**src/rtl/clk_div_cfg_ctrl_if.sv**
```systemverilog
// ---------------------------------------------------------------------------
// clk_div_cfg_ctrl_if
//
// Purpose:
//   Bundles the configuration request handshake and the divider control
//   outputs of clk_div_cfg_ctrl. The requester side (register file or power
//   manager) uses the master modport. The controller uses the slave modport.
//
// Signals:
//   i_req_valid  requester -> ctrl  configuration request valid
//   i_req_ratio  requester -> ctrl  requested division ratio (RATIO_W bits)
//   i_req_en     requester -> ctrl  requested divider enable
//   o_req_ready  ctrl -> requester  controller idle, request accepted on valid&ready
//   o_div_ratio  ctrl -> ClkDiv     registered division ratio (RATIO_W bits)
//   o_clk_en     ctrl -> ClkDiv     registered divider enable
//   o_busy       ctrl -> requester  controller is sequencing a change
//   o_done       ctrl -> requester  one-cycle pulse, request fully applied
// ---------------------------------------------------------------------------
interface clk_div_cfg_ctrl_if #(
    parameter int RATIO_W = 5
);
    logic               i_req_valid;
    logic [RATIO_W-1:0] i_req_ratio;
    logic               i_req_en;
    logic               o_req_ready;
    logic [RATIO_W-1:0] o_div_ratio;
    logic               o_clk_en;
    logic               o_busy;
    logic               o_done;

    modport master (
        output i_req_valid,
        output i_req_ratio,
        output i_req_en,
        input  o_req_ready,
        input  o_div_ratio,
        input  o_clk_en,
        input  o_busy,
        input  o_done
    );

    modport slave (
        input  i_req_valid,
        input  i_req_ratio,
        input  i_req_en,
        output o_req_ready,
        output o_div_ratio,
        output o_clk_en,
        output o_busy,
        output o_done
    );
endinterface

```
**src/rtl/clk_div_cfg_ctrl.sv**
```systemverilog
// ---------------------------------------------------------------------------
// clk_div_cfg_ctrl
//
// Purpose:
//   Configuration sequencer for the ClkDiv clock divider. Every accepted
//   ratio/enable change is applied as: gate the divider off, wait a settle
//   window, load the new ratio, re-enable (if requested), wait one full
//   divided period, then pulse done. The ratio seen by ClkDiv therefore
//   never changes while the divider is enabled.
//
// Parameters:
//   RATIO_W        width of the ratio fields (matches ClkDiv ratio input)
//   SETTLE_CYC     ref-clock cycles the enable is held low before loading
//                  the new ratio, legal range 1..15
//   DEFAULT_RATIO  o_div_ratio value after reset
//
// Ports:
//   i_ref_clk  reference clock, same clock as ClkDiv
//   i_rst_n    asynchronous active-low reset
//   cfg        slave side of clk_div_cfg_ctrl_if (request handshake and
//              divider control outputs)
// ---------------------------------------------------------------------------
module clk_div_cfg_ctrl #(
    parameter int RATIO_W       = 5,
    parameter int SETTLE_CYC    = 4,
    parameter int DEFAULT_RATIO = 1
) (
    input  logic              i_ref_clk,
    input  logic              i_rst_n,
    clk_div_cfg_ctrl_if.slave cfg
);

    // Elaboration-time guard on the settle window: the settle counter is
    // four bits wide and a zero-length window would skip the gate phase.
    if (SETTLE_CYC < 1 || SETTLE_CYC > 15) begin : g_bad_settle
        $error("clk_div_cfg_ctrl: SETTLE_CYC must be in 1..15");
    end

    localparam logic [RATIO_W-1:0] RESET_RATIO = RATIO_W'(DEFAULT_RATIO);
    localparam logic [3:0]         SETTLE_LAST = 4'(SETTLE_CYC - 1);

    typedef enum logic [2:0] {
        IDLE,
        GATE,
        LOAD,
        LOCK,
        DONE
    } state_t;

    state_t             state;
    state_t             state_nxt;

    logic [RATIO_W-1:0] div_ratio;
    logic [RATIO_W-1:0] div_ratio_nxt;
    logic               clk_en;
    logic               clk_en_nxt;
    logic               done;
    logic               done_nxt;
    logic [3:0]         settle_cnt;
    logic [3:0]         settle_cnt_nxt;
    logic [RATIO_W-1:0] lock_cnt;
    logic [RATIO_W-1:0] lock_cnt_nxt;
    logic [RATIO_W-1:0] sh_ratio;
    logic [RATIO_W-1:0] sh_ratio_nxt;
    logic               sh_en;
    logic               sh_en_nxt;

    logic               accept;
    logic               same_cfg;

    // Lock window length: ClkDiv bypasses for ratios 0 and 1, so one
    // reference cycle covers a full output period in that case.
    function automatic logic [RATIO_W-1:0] lock_len(input logic [RATIO_W-1:0] r);
        return (r >= RATIO_W'(2)) ? r : RATIO_W'(1);
    endfunction

    // Saturating increment for the settle counter.
    function automatic logic [3:0] sat_inc4(input logic [3:0] v);
        return (v == 4'hF) ? v : v + 4'd1;
    endfunction

    // Saturating decrement for the lock counter (holds at zero).
    function automatic logic [RATIO_W-1:0] sat_dec(input logic [RATIO_W-1:0] v);
        return (v == '0) ? v : v - RATIO_W'(1);
    endfunction

    assign accept   = cfg.i_req_valid && (state == IDLE);
    assign same_cfg = (cfg.i_req_ratio == div_ratio) && (cfg.i_req_en == clk_en);

    // -----------------------------------------------------------------------
    // State register
    // -----------------------------------------------------------------------
    always_ff @(posedge i_ref_clk or negedge i_rst_n) begin
        if (!i_rst_n) begin
            state <= IDLE;
        end else begin
            state <= state_nxt;
        end
    end

    // -----------------------------------------------------------------------
    // Next-state and next-output logic
    // -----------------------------------------------------------------------
    always_comb begin
        state_nxt      = state;
        div_ratio_nxt  = div_ratio;
        clk_en_nxt     = clk_en;
        done_nxt       = 1'b0;
        settle_cnt_nxt = settle_cnt;
        lock_cnt_nxt   = lock_cnt;
        sh_ratio_nxt   = sh_ratio;
        sh_en_nxt      = sh_en;

        case (state)
            IDLE: begin
                settle_cnt_nxt = '0;
                lock_cnt_nxt   = '0;
                if (accept) begin
                    sh_ratio_nxt = cfg.i_req_ratio;
                    sh_en_nxt    = cfg.i_req_en;
                    if (same_cfg) begin
                        // Nothing to change on the divider, just acknowledge.
                        state_nxt = DONE;
                    end else begin
                        state_nxt  = GATE;
                        clk_en_nxt = 1'b0;
                    end
                end
            end

            GATE: begin
                clk_en_nxt = 1'b0;
                if (settle_cnt >= SETTLE_LAST) begin
                    // Divider has been gated for SETTLE_CYC cycles: safe to
                    // present the new ratio.
                    div_ratio_nxt  = sh_ratio;
                    settle_cnt_nxt = '0;
                    state_nxt      = LOAD;
                end else begin
                    settle_cnt_nxt = sat_inc4(settle_cnt);
                end
            end

            LOAD: begin
                if (sh_en) begin
                    clk_en_nxt   = 1'b1;
                    lock_cnt_nxt = lock_len(sh_ratio);
                    state_nxt    = LOCK;
                end else begin
                    state_nxt    = DONE;
                end
            end

            LOCK: begin
                // Counts down from L; leaving on the edge where it reads 1
                // gives exactly L cycles in this state.
                if (lock_cnt <= RATIO_W'(1)) begin
                    lock_cnt_nxt = '0;
                    state_nxt    = DONE;
                end else begin
                    lock_cnt_nxt = sat_dec(lock_cnt);
                end
            end

            DONE: begin
                // First cycle raises the registered done pulse, second cycle
                // (with the pulse visible) drops it and returns to IDLE.
                settle_cnt_nxt = '0;
                lock_cnt_nxt   = '0;
                if (!done) begin
                    done_nxt = 1'b1;
                end else begin
                    state_nxt = IDLE;
                end
            end

            default: begin
                state_nxt  = IDLE;
                clk_en_nxt = 1'b0;
            end
        endcase
    end

    // -----------------------------------------------------------------------
    // Registered outputs, counters and request shadow
    // -----------------------------------------------------------------------
    always_ff @(posedge i_ref_clk or negedge i_rst_n) begin
        if (!i_rst_n) begin
            div_ratio  <= RESET_RATIO;
            clk_en     <= 1'b0;
            done       <= 1'b0;
            settle_cnt <= '0;
            lock_cnt   <= '0;
            sh_ratio   <= RESET_RATIO;
            sh_en      <= 1'b0;
        end else begin
            div_ratio  <= div_ratio_nxt;
            clk_en     <= clk_en_nxt;
            done       <= done_nxt;
            settle_cnt <= settle_cnt_nxt;
            lock_cnt   <= lock_cnt_nxt;
            sh_ratio   <= sh_ratio_nxt;
            sh_en      <= sh_en_nxt;
        end
    end

    assign cfg.o_req_ready = (state == IDLE);
    assign cfg.o_busy      = (state != IDLE);
    assign cfg.o_div_ratio = div_ratio;
    assign cfg.o_clk_en    = clk_en;
    assign cfg.o_done      = done;

endmodule

```
**src/flat_wrapper.sv**
```systemverilog
// flat-port wrapper written by rule: the top's interface ports become plain ports
module clk_div_cfg_ctrl_flat 
#(
    parameter int RATIO_W       = 5,
    parameter int SETTLE_CYC    = 4,
    parameter int DEFAULT_RATIO = 1
)
  (i_ref_clk, i_rst_n, cfg_i_req_valid, cfg_i_req_ratio, cfg_i_req_en, cfg_o_req_ready, cfg_o_div_ratio, cfg_o_clk_en, cfg_o_busy, cfg_o_done);
  clk_div_cfg_ctrl_if #(.RATIO_W(RATIO_W)) cfg_i ();
  input  logic i_ref_clk;
  input  logic i_rst_n;
  input wire logic [$bits(cfg_i.i_req_valid)-1:0] cfg_i_req_valid;
  input wire logic [$bits(cfg_i.i_req_ratio)-1:0] cfg_i_req_ratio;
  input wire logic [$bits(cfg_i.i_req_en)-1:0] cfg_i_req_en;
  output wire logic [$bits(cfg_i.o_req_ready)-1:0] cfg_o_req_ready;
  output wire logic [$bits(cfg_i.o_div_ratio)-1:0] cfg_o_div_ratio;
  output wire logic [$bits(cfg_i.o_clk_en)-1:0] cfg_o_clk_en;
  output wire logic [$bits(cfg_i.o_busy)-1:0] cfg_o_busy;
  output wire logic [$bits(cfg_i.o_done)-1:0] cfg_o_done;
  assign cfg_i.i_req_valid = cfg_i_req_valid;
  assign cfg_i.i_req_ratio = cfg_i_req_ratio;
  assign cfg_i.i_req_en = cfg_i_req_en;
  assign cfg_o_req_ready = cfg_i.o_req_ready;
  assign cfg_o_div_ratio = cfg_i.o_div_ratio;
  assign cfg_o_clk_en = cfg_i.o_clk_en;
  assign cfg_o_busy = cfg_i.o_busy;
  assign cfg_o_done = cfg_i.o_done;
  clk_div_cfg_ctrl #(.RATIO_W(RATIO_W), .SETTLE_CYC(SETTLE_CYC), .DEFAULT_RATIO(DEFAULT_RATIO)) u_core (.i_ref_clk(i_ref_clk), .i_rst_n(i_rst_n), .cfg(cfg_i));
endmodule
```
**config.mk**
```make
export PLATFORM = sky130hd
export DESIGN_NAME = clk_div_cfg_ctrl_flat
export DESIGN_NICKNAME = d
export VERILOG_FILES = /design/src/rtl/clk_div_cfg_ctrl_if.sv /design/src/rtl/clk_div_cfg_ctrl.sv /design/src/flat_wrapper.sv
export SDC_FILE = /design/constraint.sdc
export NUM_CORES = 1
export LEC_CHECK = 0
export BUFFER_PORTS_ARGS = -buffer_cell sky130_fd_sc_hd__buf_2
export CAP_MARGIN = 20
export CORE_ASPECT_RATIO = 1.4
export CORE_MARGIN = 1
export CORE_UTILIZATION = 47
export CTS_BUF_LIST = sky130_fd_sc_hd__clkbuf_2
export CTS_CLUSTER_SIZE = 40
export DETAILED_ROUTE_END_ITERATION = 6
export HOLD_SLACK_MARGIN = 0.06
export PLACE_DENSITY = 0.67
export SYNTH_ARGS = -nofsm -noshare
export SYNTH_HDL_FRONTEND = slang
export SYNTH_SLANG_ARGS = --single-unit
```
**constraint.sdc**
```tcl
create_clock -name i_ref_clk -period 2.2 [get_ports i_ref_clk]
set_input_delay 0.22 -clock i_ref_clk [delete_from_list [all_inputs] [get_ports i_ref_clk]]
set_output_delay 0.22 -clock i_ref_clk [all_outputs]
set_load 0.05 [all_outputs]
```
; Word-level counts from Yosys, hierarchy flattened
; Cells that the tools add are included.
[word_totals]
register_bits = 25
word_cells = 65
out_inout_bits = 9
input_bits = 9
[classes]
mux = 21
eq_ne = 15
add_sub_neg = 2
magnitude_cmp = 3
bitwise = 1
reduce_logical = 15
[op_table]
columns = operator, count
row1 = 5-bit 2-to-1 mux, 4
row2 = 3-bit 2-to-1 mux, 6
row3 = 3-bit case mux with 5 select lines, 1
row4 = 5-bit case mux with 3 select lines, 1
row5 = 2-bit by 1-bit != test with 1-bit output (second input constant), 5
row6 = 4-bit 2-to-1 mux, 2
row7 = 4-bit case mux with 2 select lines, 1
row8 = 4-bit AND reduction, 2
row9 = 3-bit by 2-bit equality test with 1-bit output (second input constant), 2
row10 = 3-bit by 2-bit != test with 1-bit output (second input constant), 2
row11 = 2-bit AND reduction, 3
row12 = 3-bit nonzero test, 2
row13 = 5-bit equality test, 1
row14 = 5-bit by 2-bit >= comparator with 1-bit output (second input constant), 1
row15 = 5-bit by 1-bit less-or-equal comparator with 1-bit output (second input constant), 1
row16 = 5-bit logical NOT, 1
row17 = 1-bit 2-to-1 mux, 5
row18 = 5-bit by 1-bit subtractor with 5-bit output (second input constant), 1
row19 = 4-bit by 1-bit adder with 4-bit output (second input constant), 1
row20 = 4-bit equality test (second input constant), 1
row21 = 4-bit by 2-bit >= comparator with 1-bit output (second input constant), 1
row22 = 2-bit OR reduction, 2
row23 = 3-bit by 1-bit equality test with 1-bit output (second input constant), 1
row24 = 3-bit equality test (second input constant), 1
row25 = 8 further kinds, 9

; Longest topological paths before layout
[depth]
ltp_word = 5
depth_mapped = 6
mapped_depth_nobuf = 6

; Worst setup path after synthesis
; No wires, ideal clock.
[synth_timing]
path_type = register to register
startpoint = reg u_core.state[1]
endpoint = reg u_core.sh_en
arrival_ns = 1.948
t_required_ns = 2.072
stages_incl_launch_ff = 6
setup_ns = 0.128
n_path_buf = 2
synth_period_minus_slack_ns = 2.075
slack_ns = 0.125
path_cell_list = dfrtp_1 > buf_6 > nor3_2 > and2_1 > buf_2 > mux2_1
[synth_between]
elab_chain_len = 3
[synth_lines]
columns = item, line_no
row1 = from (decl), clk_div_cfg_ctrl.sv:50  ; state_t state;
row2 = from (signal assigned), clk_div_cfg_ctrl.sv:97  ; state <= state_nxt;
row3 = 3-bit logical NOT *, n/a
row4 = via cfg_o_req_ready, flat_wrapper.sv:15  ; output wire logic [$bits(cfg_i.o_req_ready)-1:0] cfg_o_req_ready;
row5 = 1-bit logical AND, clk_div_cfg_ctrl.sv:87  ; assign accept = cfg.i_req_valid && (state == IDLE);
row6 = 2-bit AND reduction (no line) *, n/a
row7 = to (signal assigned), clk_div_cfg_ctrl.sv:203  ; sh_en <= sh_en_nxt;
row8 = to (decl), clk_div_cfg_ctrl.sv:65  ; logic sh_en;
; The timed path passes the listed nets; every way through them passes the cells marked *.
; A chain may end at the register's enable or synchronous reset.

; Final worst setup path
[layout_timing]
startpoint = reg u_core.state[1]
endpoint = out cfg_o_req_ready
[layout_between]
elab_chain_len = 1
[layout_lines]
columns = item, line_no
row1 = 3-bit logical NOT, clk_div_cfg_ctrl.sv:207  ; assign cfg.o_req_ready = (state == IDLE);
row2 = to (decl), flat_wrapper.sv:15
; Every way passes these cells.

==> results.cfg <==
[detailed_routing]
drtAntennaViolNets = 0
drt_pass1_iterations = 4
wirelength_microns = 2567
wl_per_cell_microns = 14.50
via_per_inst = 5.542
drtIter0Drc = 15
drc_errors = 0
vias = 981

[layout]
antenna_cells = 0
mostFrequentLayoutCells = dfrtp_1, buf_2, mux2_1
synthToLayoutAreaGrowth_pct = 11.40
final_common_cell = dfrtp_1
layout.nets = 154
drive_above_1_share_pct = 26.43
post-route-util_pct = 54.50

[run_status]
status = complete, no violations

[yosys]
yosys_warnings = 0
yosysTopAreaCell = dfrtp_1
synthCells = 120
synthTopCellsByArea = dfrtp_1, mux2_1, dfstp_2, xor2_1, ha_1
ys_ff_latch = 25
synthDominantCellAreaShare_pct = 41.29
synth_area_sq_um = 1394
syn_nets = 133
ys.flop_type = dfrtp_1
yosysSeqAreaShare_pct = 45.06
ys_types = 48
async_flop_share_pct = 100.0
syn_area_per_cell_sq_um = 11.62
synth_edf_count = 0

[pwr]
power_density_nw_per_um2 = 1451
p_sw_share_pct = 47.33
p_sw_mw = 1.067
p_total_mw = 2.254
p_leak_nw = 0.7138
p_comb_share_pct = 52.7
intPower_mw = 1.187
clockPowerShare_pct = 8.1
vdd_drop_max_mv = 0.6790
power_frac_seq_pct = 39.2

[die]
ioPinCount = 18
row_count = 23
core_sq_um = 2849
chipWidth_microns = 48.03
die-area_sq_um = 3191
die_h_microns = 66.44
initial_core_util_pct = 48.92

[sta]
finClkSkew_ns = 0.02816
setup_viol = 0
maxSlewViolCount = 0
post-route-min-period_ns = 1.879
fin_ws_ns = 0.3211
hold_violations = 0
fmax_mhz = 532.2
tns_ns = 0
finalCritPeriodShare_pct = 85.40
worst_pin_slew_ns = 0.5400
rsz0062_at_grt = no
hold_slack_ns = 0.07986
slew_headroom_pct = 64.00

[critical_path]
cp.arrival_ns = 1.66
cp-end-kind = primary output
cp_slowest_cell = dfrtp_1
critPathLaunch = u_core.state[1]
worstPathMaxFanout = 16
cpPeakStageDelay_ns = 0.63
path_cells = nor3_2 -> buf_2
r2r_start = u_core.state[1]
reg2reg_slack_ns = 0.38
required_ns = 1.98
path_class = register to primary output
worst_setup_path_start_kind = register

[global_routing]
grt_pass1_wl_microns = 4305
use_met3_pct = 2.186
grt-busiest-layer = met2
first_global_vias = 966
grt_max_degree = 26
gr-usage-all-layers_pct = 18.58
antenna_found_initial = 0
met1_usage_pct = 25.39
grt_use_met2_pct = 29.22
overflow = 0

[clock_tree]
path_clk_slew_ns = 0.26
cts_tree = done
cts_setup_buffers = 0
cts_inserted_buffers = 3
root_buffer = clkbuf_2
cts.sinks = 25
clockBufferDepth = 2
cts_hold_buf = 2
clock_latency_ns = 0.35
htree_levels = 1
ctsResizeCount = 0

[place]
gp_congestion = 0.9706
dp_hpwl_microns = 1960
dpl_worst_slack_ns = 0.3964
io_buffer_count = 17

[min_path]
worstHoldStart = cfg_i_req_ratio[3]
min_path_type = input port to register

[run]
cap_viol_max_count = 0
-- logic make-up (layout without fill, tap and decap cells) --
| group | count (synthesis) | in the layout | share of synthesized area, % |
|---|---|---|---|
| AOI/OAI and AO/OA | 27 | 27 | 15.26 |
| DFF | 25 | 25 | 45.06 |
| muxes | 15 | 15 | 11.94 |
| xor gates and xnor gates | 6 | 6 | 3.770 |
| and+or+nand+nor | 34 | 34 | 17.15 |
| adders and majority gates | 4 | 4 | 3.591 |
| buffers and inverters | 9 | 29 | 3.231 |
-- registers in the layout (all words and copies together) (netlist names) --
signal	count
u_core.cfg.o_clk_en	1
u_core.cfg.o_div_ratio	5
u_core.cfg.o_done	1
u_core.lock_cnt	5
u_core.settle_cnt	4
u_core.sh_en	1
u_core.sh_ratio	5
u_core.state	3
-- synthesized netlist by cell type (2+ instances only) --
cell type and n:
nor3_1 2, o21bai_1 2, nor2_1 5, buf_2 3, o22ai_1 2, nand2_1 2
inv_1 4, o2bb2ai_1 3, mux2_1 12, dfrtp_1 23, a21oi_1 3, dfstp_2 2
a21o_1 2, nor3_2 3, nor2b_1 2, mux2i_1 2, a31oi_1 2, ha_1 4
nor4_1 4, and2_1 3, nor3b_1 2, a32oi_1 2, xor2_1 6
-- routing by layer --
layer  share of wire, %  wire (microns)  up-vias
li1                   -               -      487
met1                 44            1136      470
met2                 51            1319       18
met3                2.3              60        6
met4                2.0              51        0
met5                  0               0        -
-- final timing paths --
path | end | depth (start not counted)
worst min-delay path | u_core.sh_ratio[3] | 2
worst max register to register | u_core.lock_cnt[3] | 4
worst max-delay path | cfg_o_req_ready | 2
min in group asynchronous | u_core.lock_cnt[3] | 2
worst min register to register | u_core.cfg.o_done | 1
max in group asynchronous | u_core.sh_ratio[0] | 2
-- through the flow --
step	area, sq um	std cells
floorplan	1394	120
global placement	1510	171
detailed placement	1510	171
CTS	1553	177
global route	1553	177
finish	1553	177
-- power by group through the flow --
stage                     registers, mW  clock network, mW  logic [mW]
after global routing              0.921              0.202        1.29
final                             0.883              0.183        1.19
after floorplan                   0.933                  0       0.881
after CTS                         0.884              0.188        1.19
after global placement            0.884                  0        1.18
after detailed placement          0.896                  0        1.18
-- critical path: cells and delay by family (launching register included) --
kind	cells	cell delay, ns
and+or+nand+nor	1	0.38
buffers and inverters	1	0.33
DFF	1	0.63
-- cell type report --
| type | instances | area [sq um] |
|---|---|---|
| Multi-Input combinational cell | 86 | 720.7 |
| Fill cell | 235 | 1296 |
| Clock inverter | 1 | 7.507 |
| Inverter | 4 | 15.01 |
| Tap cell | 37 | 46.29 |
| Timing Repair Buffer | 21 | 120.1 |
| Clock buffer | 3 | 15.01 |
| Sequential cell | 25 | 628.1 |
No activity file was read; power rests on OpenSTA's default activity.
